**src/rtl/sevenseg_pkg.sv**
```systemverilog
// Shared constants for the seven-segment display blocks.
package sevenseg_pkg;

  // Bit positions of each segment on the active-low segment bus.
  localparam int unsigned SEG_A = 0;
  localparam int unsigned SEG_B = 1;
  localparam int unsigned SEG_C = 2;
  localparam int unsigned SEG_D = 3;
  localparam int unsigned SEG_E = 4;
  localparam int unsigned SEG_F = 5;
  localparam int unsigned SEG_G = 6;

  // All segments dark (active-low).
  localparam logic [6:0] SEGS_OFF = 7'h7F;

  // All anodes off for the widest supported bank; slice to the digit count.
  localparam int unsigned MAX_DIGITS = 16;
  localparam logic [MAX_DIGITS-1:0] AN_OFF = '1;

endpackage

```
**src/rtl/sevenseg_hex.sv**
```systemverilog
// Hex nibble to active-low seven-segment pattern, [6]=g .. [0]=a.
module sevenseg_hex
  import sevenseg_pkg::*;
(
  input  logic [3:0] data,
  output logic [6:0] segs_l
);

  localparam logic [6:0] M_A = 7'd1 << SEG_A;
  localparam logic [6:0] M_B = 7'd1 << SEG_B;
  localparam logic [6:0] M_C = 7'd1 << SEG_C;
  localparam logic [6:0] M_D = 7'd1 << SEG_D;
  localparam logic [6:0] M_E = 7'd1 << SEG_E;
  localparam logic [6:0] M_F = 7'd1 << SEG_F;
  localparam logic [6:0] M_G = 7'd1 << SEG_G;

  logic [6:0] on;

  // Font as lit-segment sets, inverted onto the active-low bus.
  always_comb begin
    on = '0;
    unique case (data)
      4'h0: on = M_A | M_B | M_C | M_D | M_E | M_F;
      4'h1: on = M_B | M_C;
      4'h2: on = M_A | M_B | M_D | M_E | M_G;
      4'h3: on = M_A | M_B | M_C | M_D | M_G;
      4'h4: on = M_B | M_C | M_F | M_G;
      4'h5: on = M_A | M_C | M_D | M_F | M_G;
      4'h6: on = M_A | M_C | M_D | M_E | M_F | M_G;
      4'h7: on = M_A | M_B | M_C;
      4'h8: on = M_A | M_B | M_C | M_D | M_E | M_F | M_G;
      4'h9: on = M_A | M_B | M_C | M_D | M_F | M_G;
      4'hA: on = M_A | M_B | M_C | M_E | M_F | M_G;
      4'hB: on = M_C | M_D | M_E | M_F | M_G;
      4'hC: on = M_A | M_D | M_E | M_F;
      4'hD: on = M_B | M_C | M_D | M_E | M_G;
      4'hE: on = M_A | M_D | M_E | M_F | M_G;
      4'hF: on = M_A | M_E | M_F | M_G;
      default: on = '0;
    endcase
    segs_l = SEGS_OFF & ~on;
  end

endmodule

```
**src/rtl/sevenseg_scan_ctl.sv**
```systemverilog
// Time-multiplexed scan controller for common-anode seven-segment digits.
// Inputs are shadowed once per frame; each slot opens with an anode-off
// blanking interval, and all display outputs are registered.
module sevenseg_scan_ctl
  import sevenseg_pkg::*;
#(
  parameter int unsigned NDIGITS = 8,
  parameter int unsigned DIV     = 1000,
  parameter int unsigned BLANK   = 10
) (
  input  logic                   clk,
  input  logic                   reset_n,
  input  logic [4*NDIGITS-1:0]   data,
  input  logic [NDIGITS-1:0]     dp,
  input  logic [NDIGITS-1:0]     en,
  output logic [NDIGITS-1:0]     an_l,
  output logic [6:0]             segs_l,
  output logic                   dp_l,
  output logic                   frame_tick
);

  localparam int unsigned CNT_W = $clog2(DIV);
  localparam int unsigned IDX_W = $clog2(NDIGITS);

  localparam logic [CNT_W-1:0] CNT_LAST = CNT_W'(DIV - 1);
  localparam logic [CNT_W-1:0] CNT_LIT  = CNT_W'(BLANK);
  localparam logic [IDX_W-1:0] IDX_LAST = IDX_W'(NDIGITS - 1);

  localparam logic [NDIGITS-1:0] AN_ALL_OFF = AN_OFF[NDIGITS-1:0];

  logic [CNT_W-1:0]     cnt_q, cnt_d;
  logic [IDX_W-1:0]     idx_q, idx_d;
  logic [4*NDIGITS-1:0] sh_data_q, sh_data_d;
  logic [NDIGITS-1:0]   sh_dp_q, sh_dp_d;
  logic [NDIGITS-1:0]   sh_en_q, sh_en_d;
  logic                 frame_tick_q, frame_tick_d;
  logic [NDIGITS-1:0]   an_l_q, an_l_d;
  logic [6:0]           segs_l_q, segs_l_d;
  logic                 dp_l_q, dp_l_d;

  logic                 slot_end;
  logic                 frame_end;
  logic [3:0]           cur_nib;
  logic                 cur_en;
  logic                 cur_dp;
  logic                 lit;
  logic [6:0]           hex_segs_l;

  // Slot counter, digit index and frame-boundary shadow capture.
  always_comb begin
    slot_end  = (cnt_q == CNT_LAST);
    frame_end = slot_end && (idx_q == IDX_LAST);
    cnt_d     = slot_end ? '0 : cnt_q + CNT_W'(1);
    idx_d     = idx_q;
    if (slot_end) begin
      idx_d = (idx_q == IDX_LAST) ? '0 : idx_q + IDX_W'(1);
    end
    sh_data_d    = frame_end ? data : sh_data_q;
    sh_dp_d      = frame_end ? dp   : sh_dp_q;
    sh_en_d      = frame_end ? en   : sh_en_q;
    frame_tick_d = frame_end;
  end

  // Select the shadowed nibble, enable and decimal point of the current digit.
  always_comb begin
    cur_nib = '0;
    cur_en  = 1'b0;
    cur_dp  = 1'b0;
    for (int unsigned i = 0; i < NDIGITS; i++) begin
      if (idx_q == IDX_W'(i)) begin
        cur_nib = sh_data_q[4*i +: 4];
        cur_en  = sh_en_q[i];
        cur_dp  = sh_dp_q[i];
      end
    end
  end

  sevenseg_hex u_hex (
    .data   (cur_nib),
    .segs_l (hex_segs_l)
  );

  // Slot function: light the current digit only past the blanking interval.
  always_comb begin
    lit      = (cnt_q >= CNT_LIT) && cur_en;
    an_l_d   = AN_ALL_OFF;
    segs_l_d = SEGS_OFF;
    dp_l_d   = 1'b1;
    if (lit) begin
      an_l_d   = ~(NDIGITS'(1) << idx_q);
      segs_l_d = hex_segs_l;
      dp_l_d   = ~cur_dp;
    end
  end

  // State and output registers; reset forces the display dark at once.
  always_ff @(posedge clk or negedge reset_n) begin
    if (!reset_n) begin
      cnt_q        <= '0;
      idx_q        <= '0;
      sh_data_q    <= '0;
      sh_dp_q      <= '0;
      sh_en_q      <= '0;
      frame_tick_q <= 1'b0;
      an_l_q       <= AN_ALL_OFF;
      segs_l_q     <= SEGS_OFF;
      dp_l_q       <= 1'b1;
    end else begin
      cnt_q        <= cnt_d;
      idx_q        <= idx_d;
      sh_data_q    <= sh_data_d;
      sh_dp_q      <= sh_dp_d;
      sh_en_q      <= sh_en_d;
      frame_tick_q <= frame_tick_d;
      an_l_q       <= an_l_d;
      segs_l_q     <= segs_l_d;
      dp_l_q       <= dp_l_d;
    end
  end

  assign an_l       = an_l_q;
  assign segs_l     = segs_l_q;
  assign dp_l       = dp_l_q;
  assign frame_tick = frame_tick_q;

endmodule

```
**config.mk**
```make
export PLATFORM = sky130hd
export DESIGN_NAME = sevenseg_scan_ctl
export DESIGN_NICKNAME = d
export VERILOG_FILES = /design/src/rtl/sevenseg_pkg.sv /design/src/rtl/sevenseg_hex.sv /design/src/rtl/sevenseg_scan_ctl.sv
export SDC_FILE = /design/constraint.sdc
export NUM_CORES = 1
export LEC_CHECK = 0
export ABC_CLOCK_PERIOD_IN_PS = 7700
export BUFFER_PORTS_ARGS = -buffer_cell sky130_fd_sc_hd__buf_2
export CELL_PAD_IN_SITES_DETAIL_PLACEMENT = 0
export CELL_PAD_IN_SITES_GLOBAL_PLACEMENT = 2
export CORE_MARGIN = 4
export CORE_UTILIZATION = 39
export DETAILED_ROUTE_END_ITERATION = 6
export PLACE_DENSITY_LB_ADDON = 0.1
export SLEW_MARGIN = 20
export SYNTH_ARGS = -nofsm -noshare
export SYNTH_HDL_FRONTEND = slang
export SYNTH_HIERARCHICAL = 1
export SYNTH_SLANG_ARGS = --single-unit
```
**constraint.sdc**
```tcl
create_clock -name clk -period 7.7 [get_ports clk]
set_input_delay 0.385 -clock clk [delete_from_list [all_inputs] [get_ports clk]]
set_output_delay 0.385 -clock clk [all_outputs]
set_load 0.05 [all_outputs]
```
# Yosys cells after proc, flatten, opt, wreduce, memory -nomap -nowiden
# Memory sizes are Yosys's and may differ from the RTL's.
# Index checks and enable logic that the tools add are counted.
classes:
  n_shift: 1
  n_eq_ne: 8
  n_mux: 29
  n_addsub: 2
  n_reduce_logical: 3
  n_lt_le_gt_ge: 1
  div: 0
  bitwise_logic: 3
  multipliers: 0
op_table:
  columns: ["cell", "count"]
  rows:
  - ["$mux W4", 8]
  - ["$mux W1", 17]
  - ["$eq A3 B3 Y1 const B", 4]
  - ["$add A10 B1 Y10 const B", 1]
  - ["$eq A10 B10 Y1 const B", 1]
  - ["$ge A10 B4 Y1 const B", 1]
  - ["$mux W10", 1]
  - ["$mux W8", 1]
  - ["$not A8 Y8", 1]
  - ["$shl A1 B3 Y8 const A", 1]
  - ["$mux W7", 1]
  - ["$not A7 Y7", 1]
  - ["$eq A3 B2 Y1 const B", 2]
  - ["$add A3 B1 Y3 const B", 1]
  - ["$eq A3 B1 Y1 const B", 1]
  - ["$logic_not A3 Y1", 1]
  - ["$mux W3", 1]
  - ["$logic_and A1 B1 Y1", 2]
  - ["$not A1 Y1", 1]
totals:
  wordCells: 57
  latchBits: 0
  mem_bits_ro: 112
  ram_bits: 0
  out_inout_bits: 17
  memories: 1
  regBits: 78
  in_bits: 50
mem_list:
  columns: ["name", "words", "width", "read_ports", "rd_ports_with_merged_regs", "wr", "line", "text"]
  rows:
  - ["(no name shown)", 16, 7, 1, 0, 0, "sevenseg_hex.sv:22", "unique case (data)"]

# Longest topological paths before layout
# An unclocked memory read counts as a cell.
depth:
  ltp_word: 12
  depth_mapped: 15
  ltp_nobuf: 13

# By module
# Netlist, hierarchy kept.
by_module_without_submodules:
  columns: ["mod", "instances", "area_per_inst_um2", "seq_area_each_um2", "cells_each"]
  rows:
  - ["sevenseg_scan_ctl", 1, 3555.9, 1971.9, 301]
  - ["sevenseg_hex", 1, 252.7, 0.0, 31]

# Worst setup path before layout
# No wires, ideal clock.
synth_path:
  path_kind: "register -> register"
  start: "register idx_q[2]"
  end: "register segs_l_q[3] (netlist: segs_l[3])"
  path_stages_with_launch: 15
  arrival_time_ns: 3.171
  path_buffers: 2
  setup_time_ns: 0.080
  required_time_ns: 7.620
  path_slack_ns: 4.449
  period_less_slack_ns: 3.251
  cell_sequence: "dfrtp_1 -> inv_2 -> clkbuf_1 -> ha_1 -> clkbuf_1 -> nand2_1 -> a21oi_1 -> a21oi_1 -> o22a_1 -> o21ai_0 -> inv_1 -> ha_1 -> inv_1 -> mux4_1 -> nand2b_1"
synth_via:
  elab_chain_cells: 12
  word_cells_on_any_way: 28
  classes_between: "7 x eq/ne; 17 x mux; 1 x bitwise; 2 x reduce/logical; 1 x memory"
synth_rtl:
  columns: ["item", "line", "text"]
  rows:
  - ["from (decl)", "sevenseg_scan_ctl.sv:32", "logic [IDX_W-1:0] idx_q, idx_d;"]
  - ["from (signal assigned)", "sevenseg_scan_ctl.sv:110", "idx_q <= idx_d;"]
  - ["$logic_not A3 Y1", "sevenseg_scan_ctl.sv:70", "if (idx_q == IDX_W'(i)) begin"]
  - ["$mux W4 (7 in series)", "sevenseg_scan_ctl.sv:70", null]
  - ["$mux W4 (*)", "sevenseg_scan_ctl.sv:70", null]
  - ["net cur_nib[0]", "sevenseg_scan_ctl.sv:43", "logic [3:0] cur_nib;"]
  - ["$mem_v2 Z16 W7 (*)", null, null]
  - ["$not A7 Y7 (*)", "sevenseg_hex.sv:41", "segs_l = SEGS_OFF & ~on;"]
  - ["net hex_segs_l[3]", "sevenseg_scan_ctl.sv:47", "logic [6:0] hex_segs_l;"]
  - ["$mux W7 (*)", "sevenseg_scan_ctl.sv:89", "if (lit) begin"]
  - ["net segs_l_d[3]", "sevenseg_scan_ctl.sv:38", "logic [6:0] segs_l_q, segs_l_d;"]
  - ["to (signal assigned)", "sevenseg_scan_ctl.sv:116", "segs_l_q <= segs_l_d;"]
  - ["to (decl)", "sevenseg_scan_ctl.sv:38", null]
# Mark *: on every way through the listed nets, which the timed path passes. The rest lies on a longest branch.
# A chain may end at the register's enable or synchronous reset.

# Worst setup path after layout
# Ends and elaborated chain as after synthesis.

==> metrics.md <==
| Metric | Value |
|---|---|
| Most frequent standard cell in the layout excluding fill and tap cells | sky130_fd_sc_hd__buf_2 |
| Clock-pin slew on the worst setup and hold paths | 0.08 ns |
| Leak | 2.09 nW |
| Hold_ws | 0.270 ns |
| Reg-to-reg setup timing slack | 4.06 ns |
| Warning count from the yosys run | 6 |
| Highest routed metal layer | met4 |
| Final hold violation count | 0 |
| Capture endpoint of the worst hold path | sh_en_q[2] |
| Share of async-settable or async-resettable flops after synthesis | 100% |
| Synthesis-to-layout area growth | 18.3% |
| Total vias in the final route | 2665 |
| Maximum number of pins on one net before global-route repair | 79 |
| Power Dens Cells | 197 nW/um^2 |
| Final Setup Violations | 0 |
| Worst VDD drop | 0.0909 mV |
| Total length of routed met2 wires | 3920 um |
| Worst path top cell family by delay | adder cells |
| Initial antenna violation count | 0 |
| Router iterations before antenna repair | 4 |
| Class of the most critical setup path | flip-flop to flip-flop |
| Data required time of the worst path | 7.94 ns |
| Residual DRC count | 0 |
| Average wire per standard cell | 15.6 um |
| Startpoint of the tightest hold check path | en[2] |
| Clk Latency, worst-skew pair | 0.34 ns |
| Number of nets in the layout | 459 |
| Total inserted antenna cells | 0 |
| Number of slew-limit violations in the final report | 0 |
| Hold-fix buffers, CTS | 0 |
| Die height | 107 um |
| Synthesized Nets | 396 |
| Final setup skew | 0.0105 ns |
| # port buffers | 66 |
| Outcome | complete, no violations |
| Crit. End Element | flip-flop |
| Number of global-route vias before repair | 2654 |
| Series of cell instances along the critical path | inv_2 > ha_1 > or2_2 > a221oi_1 > o22a_1 > o21ai_0 > inv_1 > ha_1 > inv_1 > mux4_1 > nand2b_1 |
| Buffers & Inverters on Critical Path | 3 |
| Endpoint of the lowest-slack register-to-register path | segs_l[3] |
| Standard-cell row count | 35 |
| Setup Buffers After CTS | 0 |
| Number of cell instances on the worst register-to-register path | 11 |
| EDFF count, synth | 0 |
| Root Buffer Master | sky130_fd_sc_hd__clkbuf_8 |
| Number of buffers on the longest clock path | 2 |
| Average footprint of a synthesized cell | 11.5 um^2 |
| Via density per instance | 5.04 |
| Number of unique standard cell types used by synthesis | 50 |
| Part of the Yosys area used for sequential elements | 51.8% |
| Placeable Area | 9370 um^2 |
| Number of clock buffers inserted by TritonCTS | 9 |
| Number of instances in the placed design | 511 |
| Max cap viols | 0 |
| Final worst path period need | 3.64 ns |
| RSZ-0062 raised after global routing | false |
| Path type of the worst min-delay path | input pin to flip-flop |
| Sink Count | 78 |
| Remaining global-route overflow | 0 |
| Startpoint class of the critical path | flip-flop |
| CTS tree | built |
| Delay of the slowest cell on the worst path | 0.58 ns |
| Total of flip-flops plus latches after synthesis | 78 |
| Hold Path Depth | 2 |
| DIE WIDTH | 107 um |
| Final Util | 48.1% |
| Relative slew slack | 34.4% |
| Post-synthesis instance area | 3810 um^2 |
| Post-route ant nets | 0 |
| Initial cell density of the core | 40.6% |
| Startpoint of the lowest-slack register-to-register path | idx_q[2] |
| Most frequently used flop master after synthesis | sky130_fd_sc_hd__dfrtp_1 |
| Commonest cells after routing, fill and taps aside | sky130_fd_sc_hd__buf_2, sky130_fd_sc_hd__dfrtp_1, sky130_fd_sc_hd__mux2_2, sky130_fd_sc_hd__a21oi_1 |
| Final standard cell count with taps included and fillers excluded | 529 |
| Setup total negative slack | 0 ns |
| Post-detailed-placement half-perimeter wirelength | 5890 um |
| Final cycle utilization of the critical path | 47.3% |
| Global-route wire length before repair | 13600 um |
| Max Fclk | 275 MHz |
| Area of the die | 11400 um^2 |
| Detail Route met3 WL | 339 um |
| Boundary Pins | 67 |
| Total track usage | 15.2% |
| Cell count after synthesis | 332 |
| Count of cells resized by post-cts repair | 0 |
| Total number of H-tree levels | 3 |
| Critical path's slowest cell | sky130_fd_sc_hd__dfrtp_1 |
| Arrival time at the worst endpoint | 3.88 ns |
| Largest fanout on the critical path | 16 |
| Routability congestion estimate | 0.760 |
| Layout cells sized above 1 | 38.0% |
| Routed wire length | 8250 um |
| Pin slew with the least headroom to its limit | 0.984 ns |
| Initial DRC Count | 59 |
| Routed met1 length | 3940 um |
## synth_stat cells (4+ instances only)
cell | number | area share (%)
sky130_fd_sc_hd__a21oi_1 | 28 | 3.7
sky130_fd_sc_hd__a221oi_1 | 6 | 1.4
sky130_fd_sc_hd__and3_1 | 4 | 0.66
sky130_fd_sc_hd__buf_2 | 7 | 0.92
sky130_fd_sc_hd__clkbuf_1 | 6 | 0.59
sky130_fd_sc_hd__dfrtp_1 | 62 | 41
sky130_fd_sc_hd__dfstp_2 | 16 | 11
sky130_fd_sc_hd__ha_1 | 14 | 4.6
sky130_fd_sc_hd__inv_1 | 15 | 1.5
sky130_fd_sc_hd__mux2_2 | 39 | 12
sky130_fd_sc_hd__mux2_4 | 9 | 3.5
sky130_fd_sc_hd__nand2_1 | 20 | 2.0
sky130_fd_sc_hd__nand2b_1 | 8 | 1.3
sky130_fd_sc_hd__nand3_1 | 11 | 1.4
sky130_fd_sc_hd__nor2_1 | 19 | 1.9
sky130_fd_sc_hd__nor2b_1 | 4 | 0.66
sky130_fd_sc_hd__o21ai_0 | 16 | 2.1
sky130_fd_sc_hd__xor2_1 | 4 | 0.92
## metrics by stage
| stage | setup WS (ns) | power [mW] | instance area (um^2) |
|---|---|---|---|
| after floorplan | 4.45 | 0.486 | 3810 |
| after global placement | 4.21 | 0.517 | 4220 |
| after detailed placement | 4.11 | 0.518 | 4220 |
| after CTS | 4.09 | 0.901 | 4470 |
| after global routing | 3.73 | 0.929 | 4500 |
| final | 4.06 | 0.889 | 4500 |
## worst max path at each step
stage / from / to / slack [ns] / cells past startpoint
2_1_floorplan: idx_q[2] / segs_l[3] / 4.45 / 14
3_3_place_gp: idx_q[2] / segs_l[3] / 4.21 / 9
3_5_place_dp: idx_q[2] / segs_l[3] / 4.11 / 11
4_1_cts: idx_q[2] / segs_l[3] / 4.09 / 11
5_1_grt: idx_q[2] / segs_l[3] / 3.73 / 11
6_report: idx_q[2] / segs_l[3] / 4.06 / 11
## worst reg2reg max path: stages (launching register included)
cell	delay [ns]
sky130_fd_sc_hd__dfrtp_1	0.58
sky130_fd_sc_hd__inv_2	0.28
sky130_fd_sc_hd__ha_1	0.48
sky130_fd_sc_hd__or2_2	0.24
sky130_fd_sc_hd__a221oi_1	0.07
sky130_fd_sc_hd__o22a_1	0.27
sky130_fd_sc_hd__o21ai_0	0.45
sky130_fd_sc_hd__inv_1	0.20
sky130_fd_sc_hd__ha_1	0.33
sky130_fd_sc_hd__inv_1	0.05
sky130_fd_sc_hd__mux4_1	0.46
sky130_fd_sc_hd__nand2b_1	0.15
## sequential cells by signal (all words and copies together) (netlist names)
name	cells
segs_l	7
sh_data_q	32
sh_en_q	8
sh_dp_q	8
idx_q	3
dp_l	1
frame_tick	1
cnt_q	10
an_l	8
## area by class of cell
cell class	count	area, um^2
Timing Repair Buffer	69	378
Fill cell	895	4870
Sequential cell	78	1970
Inverter	17	63.8
Multi-Input combinational cell	220	1680
Clock buffer	13	159
Clock inverter	3	90.1
Tap cell	129	161
## layer usage
metal  track usage, %  up-vias
met5                0        -
met4             3.84        0
met3             3.43        7
met2             22.8       60
met1             22.2     1298
li1                 -     1300
## report_power, final
group | internal [mW] | switching (mW)
Clock | 0.234 | 0.145
Combinational | 0.0335 | 0.0397
Sequential | 0.428 | 0.00880
Total | 0.696 | 0.194
## kinds of logic (layout without fill, tap and decap cells)
logic type	after synthesis	in the layout	share of synthesized area [%]
multiplexers	51	51	16.3
buffers and inverters	34	102	4.17
AND/OR/NAND/NOR	81	81	10.9
XOR/XNOR	5	5	1.15
adder cells (fa/ha/maj)	14	14	4.60
flip-flops	78	78	51.8
AO/OA/AOI/OAI	69	69	11.1
Power figures use the tool's default switching activity.
